<file path="config.mk">
export PLATFORM = sky130hd
export DESIGN_NAME = lifo_arbiter_flat
export DESIGN_NICKNAME = d
export VERILOG_FILES = /design/src/rtl/lifo_arbiter_if.sv /design/src/rtl/lifo_arbiter.sv /design/src/flat_wrapper.sv
export SDC_FILE = /design/constraint.sdc
export NUM_CORES = 1
export LEC_CHECK = 0
export CAP_MARGIN = 20
export CORE_MARGIN = 1
export CORE_UTILIZATION = 31
export DETAILED_ROUTE_END_ITERATION = 12
export HOLD_SLACK_MARGIN = 0.06
export PLACE_DENSITY_LB_ADDON = 0.1
export RECOVER_POWER = 25
export SYNTH_ARGS = -nofsm -noshare
export SYNTH_HDL_FRONTEND = slang
export SYNTH_SLANG_ARGS = --single-unit
</file>
<file path="constraint.sdc">
create_clock -name clk -period 3.3 [get_ports clk]
set_input_delay 0.99 -clock clk [delete_from_list [all_inputs] [get_ports clk]]
set_output_delay 0.99 -clock clk [all_outputs]
set_load 0.005 [all_outputs]
</file>
<file path="src/rtl/lifo_arbiter_if.sv">
// lifo_req_if: one requester's connection to the shared LIFO arbiter.
//
// Handshake: req/op/wdata are presented by the requester and held until gnt
// is seen high in the same cycle; the operation is consumed on that cycle's
// rising edge. Exactly one cycle later rvalid pulses for one cycle, carrying
// rdata (pop data for a legal pop, else 0) and rerr (op was illegal, not
// issued). There is no backpressure on the response path.
//
// Signals:
//   req    requester -> arbiter  request valid
//   op     requester -> arbiter  0 = push, 1 = pop
//   wdata  requester -> arbiter  push data
//   gnt    arbiter -> requester  combinational grant
//   rvalid arbiter -> requester  registered response strobe
//   rdata  arbiter -> requester  pop data
//   rerr   arbiter -> requester  illegal-op flag
interface lifo_req_if #(
    parameter int WIDTH = 8
);
    logic             req;
    logic             op;
    logic [WIDTH-1:0] wdata;
    logic             gnt;
    logic             rvalid;
    logic [WIDTH-1:0] rdata;
    logic             rerr;

    // Requester side.
    modport master (
        output req, op, wdata,
        input  gnt, rvalid, rdata, rerr
    );

    // Arbiter side.
    modport slave (
        input  req, op, wdata,
        output gnt, rvalid, rdata, rerr
    );
endinterface

</file>
<file path="src/rtl/lifo_arbiter.sv">
// lifo_arbiter: two-requester round-robin arbiter in front of one LIFO stack.
//
// At most one stack operation is accepted per cycle. Legality is checked
// against a shadow occupancy counter; illegal ops (push when full, pop when
// empty) are still granted but not issued, and are answered with rerr.
//
// Ports:
//   clk       clock, rising edge
//   reset     asynchronous active-high reset (deassertion is expected to be
//             synchronised upstream; the attached stack shares it)
//   a, b      requester interfaces (lifo_req_if.slave)
//   stk_push  combinational push strobe to the stack
//   stk_pop   combinational pop strobe to the stack
//   stk_din   granted requester's wdata, else 0
//   stk_dout  stack read data, registered by the stack on the pop edge
//   level     shadow occupancy, 0..DEPTH
//   full      level == DEPTH
//   empty     level == 0
//   rr_state  priority pointer (0 = A preferred, 1 = B preferred)
module lifo_arbiter #(
    parameter int DEPTH = 8,
    parameter int WIDTH = 8,
    parameter int LW    = $clog2(DEPTH) + 1
) (
    input  logic             clk,
    input  logic             reset,
    lifo_req_if.slave        a,
    lifo_req_if.slave        b,
    output logic             stk_push,
    output logic             stk_pop,
    output logic [WIDTH-1:0] stk_din,
    input  logic [WIDTH-1:0] stk_dout,
    output logic [LW-1:0]    level,
    output logic             full,
    output logic             empty,
    output logic             rr_state
);

    typedef enum logic {
        PREF_A = 1'b0,
        PREF_B = 1'b1
    } rr_t;

    rr_t rr_q, rr_d;

    logic             gnt_a, gnt_b, any_gnt;
    logic             sel_op;
    logic [WIDTH-1:0] sel_wdata;
    logic             op_legal;

    // Response register: one pending response at most.
    logic             rsp_valid;
    logic             rsp_owner;  // 0 = A, 1 = B
    logic             rsp_pop;
    logic             rsp_err;
    logic [WIDTH-1:0] rsp_data;

    // Priority pointer register.
    always_ff @(posedge clk or posedge reset) begin
        if (reset) begin
            rr_q <= PREF_A;
        end else begin
            rr_q <= rr_d;
        end
    end

    // Grant selection and next pointer. Grants are held off during reset so
    // no strobe reaches the stack while it is being cleared.
    always_comb begin
        gnt_a = 1'b0;
        gnt_b = 1'b0;
        rr_d  = rr_q;
        if (!reset) begin
            if (a.req && (!b.req || rr_q == PREF_A)) begin
                gnt_a = 1'b1;
            end else if (b.req) begin
                gnt_b = 1'b1;
            end
        end
        // The loser of this cycle becomes preferred; idle cycles hold.
        if (gnt_a) begin
            rr_d = PREF_B;
        end else if (gnt_b) begin
            rr_d = PREF_A;
        end
    end

    assign any_gnt   = gnt_a | gnt_b;
    assign sel_op    = gnt_b ? b.op    : a.op;
    assign sel_wdata = gnt_b ? b.wdata : a.wdata;

    assign full  = (level == LW'(DEPTH));
    assign empty = (level == '0);

    // level already reflects every earlier grant, so back-to-back ops are
    // judged correctly without any forwarding.
    assign op_legal = sel_op ? !empty : !full;

    // push and pop are mutually exclusive because sel_op picks one.
    assign stk_push = any_gnt & ~sel_op & op_legal;
    assign stk_pop  = any_gnt &  sel_op & op_legal;
    assign stk_din  = any_gnt ? sel_wdata : '0;

    // Shadow occupancy and response capture.
    always_ff @(posedge clk or posedge reset) begin
        if (reset) begin
            level     <= '0;
            rsp_valid <= 1'b0;
            rsp_owner <= 1'b0;
            rsp_pop   <= 1'b0;
            rsp_err   <= 1'b0;
        end else begin
            rsp_valid <= any_gnt;
            rsp_owner <= gnt_b;
            rsp_pop   <= any_gnt & sel_op;
            rsp_err   <= any_gnt & ~op_legal;
            if (stk_push) begin
                level <= level + LW'(1);
            end else if (stk_pop) begin
                level <= level - LW'(1);
            end
        end
    end

    // Pop data comes straight from the stack's output register, which it
    // loaded on the same edge that captured the response.
    assign rsp_data = (rsp_valid && rsp_pop && !rsp_err) ? stk_dout : '0;

    assign a.gnt    = gnt_a;
    assign a.rvalid = rsp_valid & ~rsp_owner;
    assign a.rerr   = rsp_valid & ~rsp_owner & rsp_err;
    assign a.rdata  = (rsp_valid && !rsp_owner) ? rsp_data : '0;

    assign b.gnt    = gnt_b;
    assign b.rvalid = rsp_valid & rsp_owner;
    assign b.rerr   = rsp_valid & rsp_owner & rsp_err;
    assign b.rdata  = (rsp_valid && rsp_owner) ? rsp_data : '0;

    assign rr_state = rr_q;

endmodule

</file>
<file path="src/flat_wrapper.sv">
// flat-port wrapper written by rule: the top's interface ports become plain ports
module lifo_arbiter_flat 
#(
    parameter int DEPTH = 8,
    parameter int WIDTH = 8,
    parameter int LW    = $clog2(DEPTH) + 1
)
  (clk, reset, stk_push, stk_pop, stk_din, stk_dout, level, full, empty, rr_state, a_req, a_op, a_wdata, a_gnt, a_rvalid, a_rdata, a_rerr, b_req, b_op, b_wdata, b_gnt, b_rvalid, b_rdata, b_rerr);
  lifo_req_if #(.WIDTH(WIDTH)) a_i ();
  lifo_req_if #(.WIDTH(WIDTH)) b_i ();
  input  logic clk;
  input  logic reset;
  output logic stk_push;
  output logic stk_pop;
  output logic [WIDTH-1:0] stk_din;
  input  logic [WIDTH-1:0] stk_dout;
  output logic [LW-1:0] level;
  output logic full;
  output logic empty;
  output logic rr_state;
  input wire logic [$bits(a_i.req)-1:0] a_req;
  input wire logic [$bits(a_i.op)-1:0] a_op;
  input wire logic [$bits(a_i.wdata)-1:0] a_wdata;
  output wire logic [$bits(a_i.gnt)-1:0] a_gnt;
  output wire logic [$bits(a_i.rvalid)-1:0] a_rvalid;
  output wire logic [$bits(a_i.rdata)-1:0] a_rdata;
  output wire logic [$bits(a_i.rerr)-1:0] a_rerr;
  input wire logic [$bits(b_i.req)-1:0] b_req;
  input wire logic [$bits(b_i.op)-1:0] b_op;
  input wire logic [$bits(b_i.wdata)-1:0] b_wdata;
  output wire logic [$bits(b_i.gnt)-1:0] b_gnt;
  output wire logic [$bits(b_i.rvalid)-1:0] b_rvalid;
  output wire logic [$bits(b_i.rdata)-1:0] b_rdata;
  output wire logic [$bits(b_i.rerr)-1:0] b_rerr;
  assign a_i.req = a_req;
  assign a_i.op = a_op;
  assign a_i.wdata = a_wdata;
  assign a_gnt = a_i.gnt;
  assign a_rvalid = a_i.rvalid;
  assign a_rdata = a_i.rdata;
  assign a_rerr = a_i.rerr;
  assign b_i.req = b_req;
  assign b_i.op = b_op;
  assign b_i.wdata = b_wdata;
  assign b_gnt = b_i.gnt;
  assign b_rvalid = b_i.rvalid;
  assign b_rdata = b_i.rdata;
  assign b_rerr = b_i.rerr;
  lifo_arbiter #(.DEPTH(DEPTH), .WIDTH(WIDTH), .LW(LW)) u_core (.clk(clk), .reset(reset), .a(a_i), .b(b_i), .stk_push(stk_push), .stk_pop(stk_pop), .stk_din(stk_din), .stk_dout(stk_dout), .level(level), .full(full), .empty(empty), .rr_state(rr_state));
endmodule
</file>
Word-level counts from Yosys, hierarchy flattened
Index checks and enable logic that the tools add are counted.
Operators by class
  equality and inequality tests: 1
  reduce and logical (&&, ||, !) cells: 14
  mux-type cells: 16
  bitwise gates (word level): 14
  $add $sub $neg: 2
Operators with widths (count)
  two-way mux 8 bit: 5
  AND 1 bit: 9
  two-way mux 1 bit: 9
  two-way mux 4 bit: 2
  logical AND 1 bit: 5
  zero test 1 bit: 5
  adder 4 x 1 -> 4 bit (second input constant): 1
  == test 4 bit (second input constant): 1
  zero test 4 bit: 1
  inverter 1 bit: 4
  nonzero test 2 bit: 2
  subtractor 4 x 1 -> 4 bit (second input constant): 1
  logical OR 1 bit: 1
  bitwise OR 1 bit: 1
Storage, ports and cells
  output and inout bits: 39
  register bits after elaboration: 9
  word-level logic and storage cells: 53

Depth between registers and ports, before layout
  depth after elaboration: 10
  mapped depth: 10
  mapped depth without buffers: 10

Worst setup path after synthesis
Ideal clock, no wire load.
  kind: input to register
  from: input reset
  to: register u_core.level[3]
  data required time: 3.179 ns
  path slack: -0.017 ns
  arrival time: 3.196 ns
  library setup time: 0.121 ns
  stages: 10
  path through: inv_1 -> o211ai_4 -> mux2i_2 -> nand2_1 -> ha_1 -> a21o_1 -> a21oi_1 -> nor2_1 -> mux2_2 -> o22a_1
Between the ends
  word-level cells in the longest chain between the ends: 6
  elaborated cells between the ends (all ways): 12
  those cells by class: mux (5); bitwise (6); reduce/logical (1)
RTL lines
  start: declaration: line flat_wrapper.sv:12  | input logic reset;
  two-way mux 1 bit: line lifo_arbiter.sv:73  | if (!reset) begin
  two-way mux 1 bit: line lifo_arbiter.sv:89  | assign sel_op = gnt_b ? b.op : a.op;
  inverter 1 bit: line lifo_arbiter.sv:100  | assign stk_push = any_gnt & ~sel_op & op_legal;
  AND 1 bit (2 in series): line lifo_arbiter.sv:100
  two-way mux 4 bit or nonzero test 2 bit (tied branches)
  end signal: assignment: line lifo_arbiter.sv:118  | level <= level + LW'(1);
  end signal: assignment: line lifo_arbiter.sv:120  | level <= level - LW'(1);
  end: declaration: line lifo_arbiter.sv:33  | output logic [LW-1:0] level,
Several ways; a longest one is shown, not always the timed one.
A chain may end at the register's enable or synchronous reset.

Final worst setup path
  from: input reset
  to: output stk_din[7]
Between the ends
  word-level cells in the longest chain between the ends: 3
  elaborated cells between the ends (all ways): 5
  those cells by class: mux (4); bitwise (1)
RTL lines
  two-way mux 1 bit: line lifo_arbiter.sv:73
  two-way mux 8 bit or bitwise OR 1 bit (tied branches): line lifo_arbiter.sv:90, lifo_arbiter.sv:88
  two-way mux 8 bit (*): line lifo_arbiter.sv:102  | assign stk_din = any_gnt ? sel_wdata : '0;
  end: declaration: line flat_wrapper.sv:15  | output logic [WIDTH-1:0] stk_din;
Mark *: on every way between the ends. The rest lies on a longest branch, timed or not.

==> run metrics <==
Worst R2R Path Depth 11; buffers plus inverters on the worst setup path 6; initial DRC count 15; net count reported at finish 224; hold buffers post-CTS 0; syn avg cell area 7.71 um^2; max-cap check violation count 0; power density cells 402 mW/mm^2; Yosys Warn Count 0; terminus of the critical flop-to-flop path u_core.level[3]; remaining number of nets flagged by the antenna check after routing 0; terminating pin of the worst hold path u_core.level[2]; setup skew after layout 0.00205 ns; total setup violations reported at the end of the flow 0; transition at the pin with the smallest max-transition slack 0.447 ns; placer's final routability congestion estimate 0.747; run status finished, final reports clean; total congestion overflow 0; sequential fraction of the synthesis area 0.295; Pre-antenna DRT Iters 4; cells along the critical path clkbuf_2 -> clkinvlp_2 -> o211ai_4 -> clkinv_2 -> buf_4 -> buf_4 -> nand2_1 -> a21oi_1 -> dlygate4sd2_1; count of input and output buffers 68; clock insertion delay at the later pin of the skew report 0.26 ns; clk sinks 9; Final Core Density 0.722; Worst EP required 2.31 ns; IR drop worst, VDD 0.387 mV; worst-case setup slack after placement -0.546 ns; Worst Min Path Start u_core.level[2]; Leak Pwr 0.000759 uW; FF-to-FF setup slack 0.68 ns; DRC violation count after routing 0; most common library cell in the layout ignoring fill and taps clkdlybuf4s50_1; Worst Hold Class register to register; final-report max-slew violation count 0; sum of net half-perimeters after detailed placement 1990 um; htree depth 1; root buffer cell clkbuf_4; row count 17; Die Outline Area 0.00266 mm^2; Data arrival, critical path 2.19 ns; worst hold path stage count 2; average vias per placed instance 4.72; pin count of the biggest net entering global routing 12; placeable core area 0.00228 mm^2; count of cell types in the netlist 28; wire length reported by the detailed router 2550 um; EDFF count, synth 0; proportion of register bits with asynchronous set or reset after synthesis 1.00; post-synthesis sequential element count 9; critical path startpoint category input port; Boundary Pins 69; worst-case setup margin in the final layout 0.117 ns; cts bufs inserted 3; via count 1,029; number of buffers on the longest clock path 2; Most Frequent Cell on Critical Path buf_4; number of global-route vias before repair 972; highest attainable clock frequency 0.314 GHz; worst-path fanout max 4; initial core utilization 0.335; relative slew slack 0.699; setup repair after global routing missed its margin no; CP max stage delay 0.26 ns; fraction of final layout cells with drive strength greater than 1 0.205; final clock period utilization by the worst path 0.965; cell family with the largest share of critical-path delay buffers and inverters; area overhead of the layout relative to synthesis 115%; TritonCTS clock tree done; Post-synth top flop dfrtp_1; Die Ht 51.6 um; wire length per cell after detailed routing 11.7 um; slowest library cell on the worst path dlygate4sd2_1; category of the most critical setup path input port to output port; net count of the mapped netlist 132; post-layout total power 661 uW; # diodes 0; min Tclk post-route 3.18 ns; Worst Setup End Kind output port; first-pass GRT wire length 4040 um; clock slew at the register clock pins of the worst setup and hold paths 0.06 ns; global routing usage summed across all routing layers 0.202; Cells after Synth 99; Crit Reg-Reg Startpoint u_core.rr_state; most used cells in the layout excluding fill and tap cells 54 x clkdlybuf4s50_1, 22 x nand2_1, 20 x and2_1; Mapped Area 763 um^2; Die X 51.6 um; number of antenna violations at the first check in global routing 0; final hold violations 0
-- flip-flops by register name, indices dropped and copies added, names as in the netlist --
name	count
u_core.rsp_pop	1
u_core.rsp_valid	1
u_core.rr_state	1
u_core.level	4
u_core.rsp_owner	1
u_core.rsp_err	1
-- final cells by class --
type	count	area [um^2]
Clock buffer	4	26.3
Inverter	6	25.0
Multi-Input combinational cell	83	527
Sequential cell	9	225
Fill cell	185	633
Timing Repair Buffer	88	805
Tap cell	28	35.0
-- Yosys cell counts, types with 2 or more instances --
cell	number	share of area
nand2_1	23	0.11
and2_1	20	0.16
a21oi_1	10	0.066
dfrtp_1	9	0.30
inv_1	4	0.020
nor2_1	4	0.020
o21ai_0	4	0.026
and3b_1	2	0.023
ha_1	2	0.033
mux2_2	2	0.030
nor3_1	2	0.013
-- through the flow --
step | area, um^2 | instances | TNS (ns) | hold WS [ns]
after floorplan | 767 | 99 | 0 | 0.553
after global placement | 1580 | 207 | -5.18 | 0.574
after detailed placement | 1580 | 207 | -5.66 | 0.593
after CTS | 1670 | 218 | 0 | 0.606
after global routing | 1640 | 218 | 0 | 0.633
final | 1640 | 218 | 0 | 0.603
-- power breakdown --
part / leakage (uW) / internal [uW] / switching, uW
Combinational: 0.000631 / 237 / 151
Sequential: 0.000113 / 141 / 47.1
Clock: 0.0000150 / 46.6 / 38.5
Total: 0.000759 / 424 / 237
-- cell families (layout without fill, tap and decap cells) --
family,Yosys count,count (layout),share of synthesized area
xor+xnor,1,1,0.0115
buf+inv,7,98,0.0344
mux,4,4,0.0606
flops,9,9,0.295
fa+ha+maj,3,3,0.0590
compound gates,19,19,0.164
simple gates,56,56,0.375
-- per-layer routing --
layer	track usage	up-vias	share of wire	routed length, um
met1	0.229	468	0.39	1000
li1	-	512	-	-
met5	0	-	0	0
met2	0.370	47	0.52	1330
met4	0.0676	0	0.0047	12
met3	0.0439	2	0.082	209
-- repair_timing --
item                                    in CTS  in global routing
endpoints found under the hold margin        0                  0
cloned                                       0                  0
setup buffers                                7                  0
gates resized for setup                     20                 14
endpoints found under the setup margin      13                 10
pin swaps                                    1                  1
-- worst register-to-register path: stages, from the launching register on --
cell      delay [ns]
dfrtp_1         0.44
o211ai_4        0.29
buf_6           0.15
mux2i_4         0.24
nand2_2         0.07
buf_4           0.15
ha_1            0.28
a21o_1          0.19
a21oi_2         0.19
nor2_1          0.05
mux2_2          0.26
o22a_1          0.19
-- how the worst max path moves through the flow --
stage / endpoint / cells after the start / slack, ns / startpoint
after detailed placement: stk_push / 7 / -0.55 / a_req
after global placement: stk_push / 7 / -0.47 / a_req
after floorplan: u_core.level[3] / 10 / 0.005 / reset
after global routing: stk_pop / 6 / 0.02 / b_req
after CTS: stk_din[7] / 9 / 0.04 / a_req
final: stk_din[7] / 9 / 0.12 / reset
Power figures use the tool's default switching activity.
